--- src/rtl/data_bus_if.sv ---
// Data-side bus interface: turns the memory-access stage's per-cycle access into a
// request/acknowledge bus transaction, stalling the pipeline until the slave answers.
module data_bus_if #(
  parameter int unsigned STALL_IDX   = 3,
  parameter int unsigned BUS_TIMEOUT = 255
) (
  input  logic        clk,
  input  logic        rst,
  input  logic [5:0]  stall,
  input  logic        flush,
  input  logic        cpu_ce_i,
  input  logic [31:0] cpu_addr_i,
  input  logic        cpu_we_i,
  input  logic [3:0]  cpu_sel_i,
  input  logic [31:0] cpu_data_i,
  output logic [31:0] cpu_data_o,
  output logic        stallreq,
  output logic        bus_req_o,
  output logic        bus_we_o,
  output logic [31:0] bus_addr_o,
  output logic [3:0]  bus_sel_o,
  output logic [31:0] bus_data_o,
  input  logic [31:0] bus_data_i,
  input  logic        bus_ack_i,
  output logic        bus_err_o
);

  localparam logic [1:0] S_IDLE = 2'd0;
  localparam logic [1:0] S_BUSY = 2'd1;
  localparam logic [1:0] S_HOLD = 2'd2;

  localparam logic [7:0] TimeoutLast = 8'(BUS_TIMEOUT - 1);

  logic [1:0]  r_state;
  logic [7:0]  r_cnt;
  logic [31:0] r_rd_buf;

  logic        w_frozen;
  logic        w_busy;
  logic        w_timeout;
  logic        w_done;
  logic [31:0] w_ack_data;

  assign w_frozen  = stall[STALL_IDX];
  assign w_busy    = (r_state == S_BUSY) && !flush;
  // Timeout only fires when no ack arrives in the same cycle; a real ack always wins.
  assign w_timeout = w_busy && !bus_ack_i && (r_cnt == TimeoutLast);
  assign w_done    = w_busy && (bus_ack_i || w_timeout);
  assign w_ack_data = (w_busy && bus_ack_i && !bus_we_o) ? bus_data_i : 32'h0;

  always_comb begin
    stallreq   = 1'b0;
    cpu_data_o = 32'h0;
    bus_err_o  = 1'b0;
    if (!rst && !flush) begin
      case (r_state)
        S_IDLE: stallreq = cpu_ce_i;
        S_BUSY: begin
          stallreq   = !w_done;
          cpu_data_o = w_ack_data;
          bus_err_o  = w_timeout;
        end
        S_HOLD: cpu_data_o = r_rd_buf;
        default: ;
      endcase
    end
  end

  always_ff @(posedge clk) begin
    if (rst || flush) begin
      r_state    <= S_IDLE;
      r_cnt      <= 8'h0;
      r_rd_buf   <= 32'h0;
      bus_req_o  <= 1'b0;
      bus_we_o   <= 1'b0;
      bus_addr_o <= 32'h0;
      bus_sel_o  <= 4'h0;
      bus_data_o <= 32'h0;
    end else begin
      case (r_state)
        S_IDLE: begin
          if (cpu_ce_i) begin
            r_state    <= S_BUSY;
            r_cnt      <= 8'h0;
            bus_req_o  <= 1'b1;
            bus_we_o   <= cpu_we_i;
            bus_addr_o <= cpu_addr_i;
            bus_sel_o  <= cpu_sel_i;
            bus_data_o <= cpu_data_i;
          end
        end
        S_BUSY: begin
          if (w_done) begin
            r_state    <= w_frozen ? S_HOLD : S_IDLE;
            r_cnt      <= 8'h0;
            r_rd_buf   <= w_ack_data;
            bus_req_o  <= 1'b0;
            bus_we_o   <= 1'b0;
            bus_addr_o <= 32'h0;
            bus_sel_o  <= 4'h0;
            bus_data_o <= 32'h0;
          end else begin
            r_cnt <= r_cnt + 8'h1;
          end
        end
        S_HOLD: begin
          if (!w_frozen) r_state <= S_IDLE;
        end
        default: r_state <= S_IDLE;
      endcase
    end
  end

endmodule

--- config.mk ---
export PLATFORM = sky130hd
export DESIGN_NAME = data_bus_if
export DESIGN_NICKNAME = d
export VERILOG_FILES = /design/src/rtl/data_bus_if.sv
export SDC_FILE = /design/constraint.sdc
export NUM_CORES = 1
export LEC_CHECK = 0
export ABC_AREA = 1
export CAP_MARGIN = 20
export CELL_PAD_IN_SITES_DETAIL_PLACEMENT = 0
export CELL_PAD_IN_SITES_GLOBAL_PLACEMENT = 1
export CORE_MARGIN = 8
export CORE_UTILIZATION = 26
export CTS_CLUSTER_DIAMETER = 40
export DETAILED_ROUTE_END_ITERATION = 6
export GPL_ROUTABILITY_DRIVEN = 0
export HOLD_SLACK_MARGIN = 0.15
export PLACE_DENSITY = 0.78
export SYNTH_ARGS = -nofsm -noshare
export SYNTH_HDL_FRONTEND = slang
export SYNTH_SLANG_ARGS = --single-unit
export TNS_END_PERCENT = 100
--- constraint.sdc ---
create_clock -name clk -period 1.9 [get_ports clk]
set_clock_uncertainty 0.2 [all_clocks]
set_input_delay 0.19 -clock clk [delete_from_list [all_inputs] [get_ports clk]]
set_output_delay 0.19 -clock clk [all_outputs]
set_load 0.01 [all_outputs]
* Word-level counts from Yosys, hierarchy flattened
Index checks and enable logic that the tools add are counted.
** Operators by class
- Add/subtract/negate cells :: 1
- Equal/unequal tests :: 6
- Multiplexer cells :: 28
- Reduce and logical (&&, ||, !) cells :: 20
** Operator list (count)
- case mux 32 bit (2 select lines) :: 3
- two-way mux 32 bit :: 5
- two-way mux 8 bit :: 2
- case mux 8 bit (2 select lines) :: 1
- adder 8 x 1 -> 8 bit (second input constant) :: 1
- == test 8 bit (second input constant) :: 1
- two-way mux 2 bit :: 4
- two-way mux 4 bit :: 2
- case mux 4 bit (2 select lines) :: 1
- logical AND 1 bit :: 7
- two-way mux 1 bit :: 6
- != test 2 bit (second input constant) :: 3
- case mux 1 bit (2 select lines) :: 3
- case mux 2 bit (3 select lines) :: 1
- AND reduction 3 bit :: 2
- zero test 1 bit :: 5
- AND reduction 2 bit :: 2
- == test 2 x 1 -> 1 bit (second input constant) :: 1
- == test 2 bit (second input constant) :: 1
- zero test 2 bit :: 1
- logical OR 1 bit :: 2
- nonzero test 2 bit :: 1
** Word-level totals
- Register bits :: 112
- Input bits :: 112
- Word-level logic and storage cells :: 63

* Longest topological paths before layout
- Depth in word-level cells :: 9
- Gate-level depth with buffers :: 11

* Least setup slack after synthesis
Ideal clock, no wire load.
- Kind :: reg-to-output
- Start point :: register r_state[1]
- End point :: output cpu_data_o[17]
- Arrival time :: 1.589 ns
- Path slack :: -0.079 ns
- Cell stages (with the launch flop) :: 11
- Path through :: dfxtp_1 -> inv_1 -> ha_1 -> inv_2 -> nor2_2 -> nand2_1 -> or2_1 -> inv_2 -> buf_8 -> nand2_1 -> a21oi_1
** Between the ends
- Longest elaborated chain between the ends :: 7
- Elaborated cells on any way between the ends :: 8
- Those cells by class :: 2 x eq/ne; 3 x mux; 3 x reduce/logical
** RTL lines
- start: declaration :: RTL line 34 : logic [1:0] r_state;
- start signal: assignment :: RTL line 94 : r_state <= w_frozen ? S_HOLD : S_IDLE;
- == test 2 x 1 -> 1 bit :: RTL line 45, 56
- logical AND 1 bit :: RTL line 45 : assign w_busy = (r_state == S_BUSY) && !flush;
- logical AND 1 bit (2 in series) :: RTL line 49 : assign w_ack_data = (w_busy && bus_ack_i && !bus_we_o) ? bus_data_i : 32'h0;
- two-way mux 32 bit :: RTL line 49
- case mux 32 bit (2 select lines) (*) :: RTL line 56 : case (r_state)
- two-way mux 32 bit (*) :: RTL line 55 : if (!rst && !flush) begin
- end: declaration :: RTL line 16 : output logic [31:0] cpu_data_o,
Mark *: on every way between the ends. The rest lies on a longest branch, timed or not.

* Worst setup path after layout
- Start point :: register r_state[1]
- End point :: output cpu_data_o[11]
Same word-level chain as after synthesis.

==> flow_summary.json <==
{
  "routed_wl_mm": 20.2,
  "ctsHtreeMaxLevel": 3,
  "initial_utilization_pct": 26.1,
  "synth_edf_count": 0,
  "slowest_stage": "dfxtp_2",
  "ys_async_sr_fraction_pct": 0,
  "cp.arrival_ns": 2.03,
  "worstPathCellList": "inv_2, ha_4, inv_4, nor2_4, nand2_1, or2_1, inv_4, buf_12, buf_16, nand2_4, a21oi_2, buf_2",
  "fmax_mhz": 414,
  "synth-main-ff-cell": "dfxtp_1",
  "netlist.area_leader.share_pct": 44.7,
  "grt_max_degree": 71,
  "dp_hpwl_mm": 12.1,
  "grt.busiest_layer": "met2",
  "dieArea_sq_mm": 0.0240,
  "total_power_mw": 6.22,
  "synth_fp_nets": 795,
  "pin_count": 216,
  "clock_path_buffers": 2,
  "avgSynthCellArea_sq_um": 7.41,
  "finalCriticalPeriod_ns": 2.42,
  "die_h_um": 155,
  "crit_top_cell": "inv_4",
  "end_kind": "output pin",
  "syn_area_sq_mm": 0.00502,
  "max_slew_margin_pct": 60.1,
  "fillers": 1817,
  "first_iter_violations": 264,
  "crit_family": "buffers and inverters",
  "avgViaCountPerCell": 4.47,
  "ys_ff_latch": 112,
  "cts_root_buffer": "clkbuf_16",
  "dieWidth_um": 155,
  "use_met1_pct": 19.3,
  "hold_viol": 0,
  "num_vias": 5474,
  "ys_seq_area_share_pct": 44.7,
  "nets": 1069,
  "finalSetupViolations": 107,
  "period_share_pct": 127,
  "finalMaxSlewViolations": 0,
  "pre_cts_slack_ns": -0.653,
  "gr-usage-met2_pct": 26.0,
  "hold_buffers": 0,
  "hold_class": "register to register",
  "violations": "setup timing",
  "cts_buffers": 9,
  "use_met3_pct": 3.97,
  "synth_cell_types": 23,
  "wl_per_cell_um": 16.5,
  "rsz0062_at_grt": "true",
  "drc": 0,
  "synth.top_cells.by_area": "dfxtp_1, nand2_1, a21oi_1",
  "ys.warnings.count": 0,
  "crit_type": "register to output pin",
  "synthesis.instances": 678,
  "cp_num_buf_inv": 6,
  "tightest_slew_ns": 0.599,
  "setup_ws_ns": -0.518,
  "io_buffers": 210,
  "coreArea_sq_mm": 0.0192,
  "p_leak_nw": 3.71,
  "drtAntennaViolNets": 0,
  "clock_latency_ns": 0.36,
  "path_clk_slew_ns": 0.07,
  "cp.required_ns": 1.51,
  "critPathLaunchType": "register",
  "gr-usage-all-layers_pct": 15.5,
  "layout-drive-gt1-share_pct": 31.0,
  "crit_fanout": 5,
  "antenna_found_initial": 1,
  "grt_pass1_vias": 5423,
  "peakVddDrop_mv": 0.526,
  "netlist.top_cell.by_area": "dfxtp_1",
  "grt_pass1_wl_mm": 30.0,
  "outcome": "finished, violations left",
  "maxCapViolCount": 0,
  "area_growth_pct": 88.6,
  "cts_num_sinks": 112,
  "power.density_mw_per_mm2": 657,
  "crit_path_max_incr_delay_ns": 0.33,
  "yosysMostFrequentCell": "nand2_1",
  "synth_common_cells": "nand2_1, a21oi_1, dfxtp_1, nand3b_1, clkbuf_1",
  "rows": 51,
  "drt_pass1_iterations": 4,
  "grt_overflow": 0,
  "cts_tree": "done"
}
## tightest hold or removal path, cell delays in order, from the launching register on
cell	delay [ns]
dfxtp_1	0.31
nand2_1	0.06
a21oi_1	0.05
## cell usage in the layout, fill, tap and decap left out, types with 28 or more instances in the layout
master	Yosys	layout
a21oi_1	137	64
buf_4	0	41
buf_6	9	28
clkdlybuf4s50_1	0	176
nand2_4	0	29
nand2_1	246	211
a21oi_2	0	73
nand3b_1	70	70
buf_2	13	33
dfxtp_1	112	110
## final timing paths
check / to / depth (start not counted) / startpoint / slack (ns)
hold / removal: bus_data_o[13] / 2 / bus_data_o[13] / 0.26
setup reg to reg: r_rd_buf[11] / 13 / r_state[1] / -0.10
setup / recovery: cpu_data_o[11] / 12 / r_state[1] / -0.52
hold reg to reg: bus_data_o[13] / 2 / bus_data_o[13] / 0.26
## where the power goes
part           internal [mW]  switching [mW]
sequential              2.42          0.0394
clock                   1.34           0.930
combinational          0.826           0.672
total                   4.58            1.64
## through the flow
stage	TNS, ns	cell area [sq um]	std cells	hold WS, ns	util (%)
floorplan	0	5150	678	0.155	-
global placement	-43.42	7920	1173	0.247	41.2
detailed placement	-43.61	7920	1173	0.251	41.2
CTS	-18.87	8760	1204	0.261	45.6
global route	-31.98	9470	1223	0.278	49.3
finish	-17.69	9470	1224	0.258	49.3
## sequential cells by signal, indices dropped and copies added, names as in the netlist
signal,count
bus_data_o,32
bus_addr_o,32
r_state,2
bus_sel_o,4
r_rd_buf,32
r_cnt,8
bus_req_o,1
bus_we_o,1
## layout make-up
| cell class | instances | area (sq um) | area share [%] |
|---|---|---|---|
| Inverter | 12 | 56.3 | 0.595 |
| Clock buffer | 10 | 239 | 2.52 |
| Tap cell | 265 | 332 | 3.50 |
| Multi-Input combinational cell | 501 | 3080 | 32.5 |
| Sequential cell | 112 | 2240 | 23.7 |
| Antenna cell | 2 | 5.00 | 0.0529 |
| Clock inverter | 6 | 113 | 1.19 |
| Timing Repair Buffer | 316 | 3400 | 35.9 |
## routing by layer
metal  vias to the layer above  share of wire (%)
met5                         -                  0
met4                         0                1.3
met3                        14                5.6
met2                       132                 49
met1                      2555                 44
li1                       2773                  -
## cells by family after synthesis
logic type      after synthesis  share of synthesized area [%]
simple gates                350                           32.4
flops                       112                           44.7
buf+inv                      66                           6.83
compound gates              139                           13.9
xor+xnor                      6                           1.05
fa+ha+maj                     5                           1.25
## timing repair
action | 4_1_cts | 5_1_grt
pin swaps | 21 | 42
endpoints found under the hold margin | 0 | 0
endpoints found under the setup margin | 115 | 145
resized for setup | 244 | 98
gates cloned | 6 | 11
buffers inserted | 10 | 19
No activity file was read; power rests on OpenSTA's default activity.
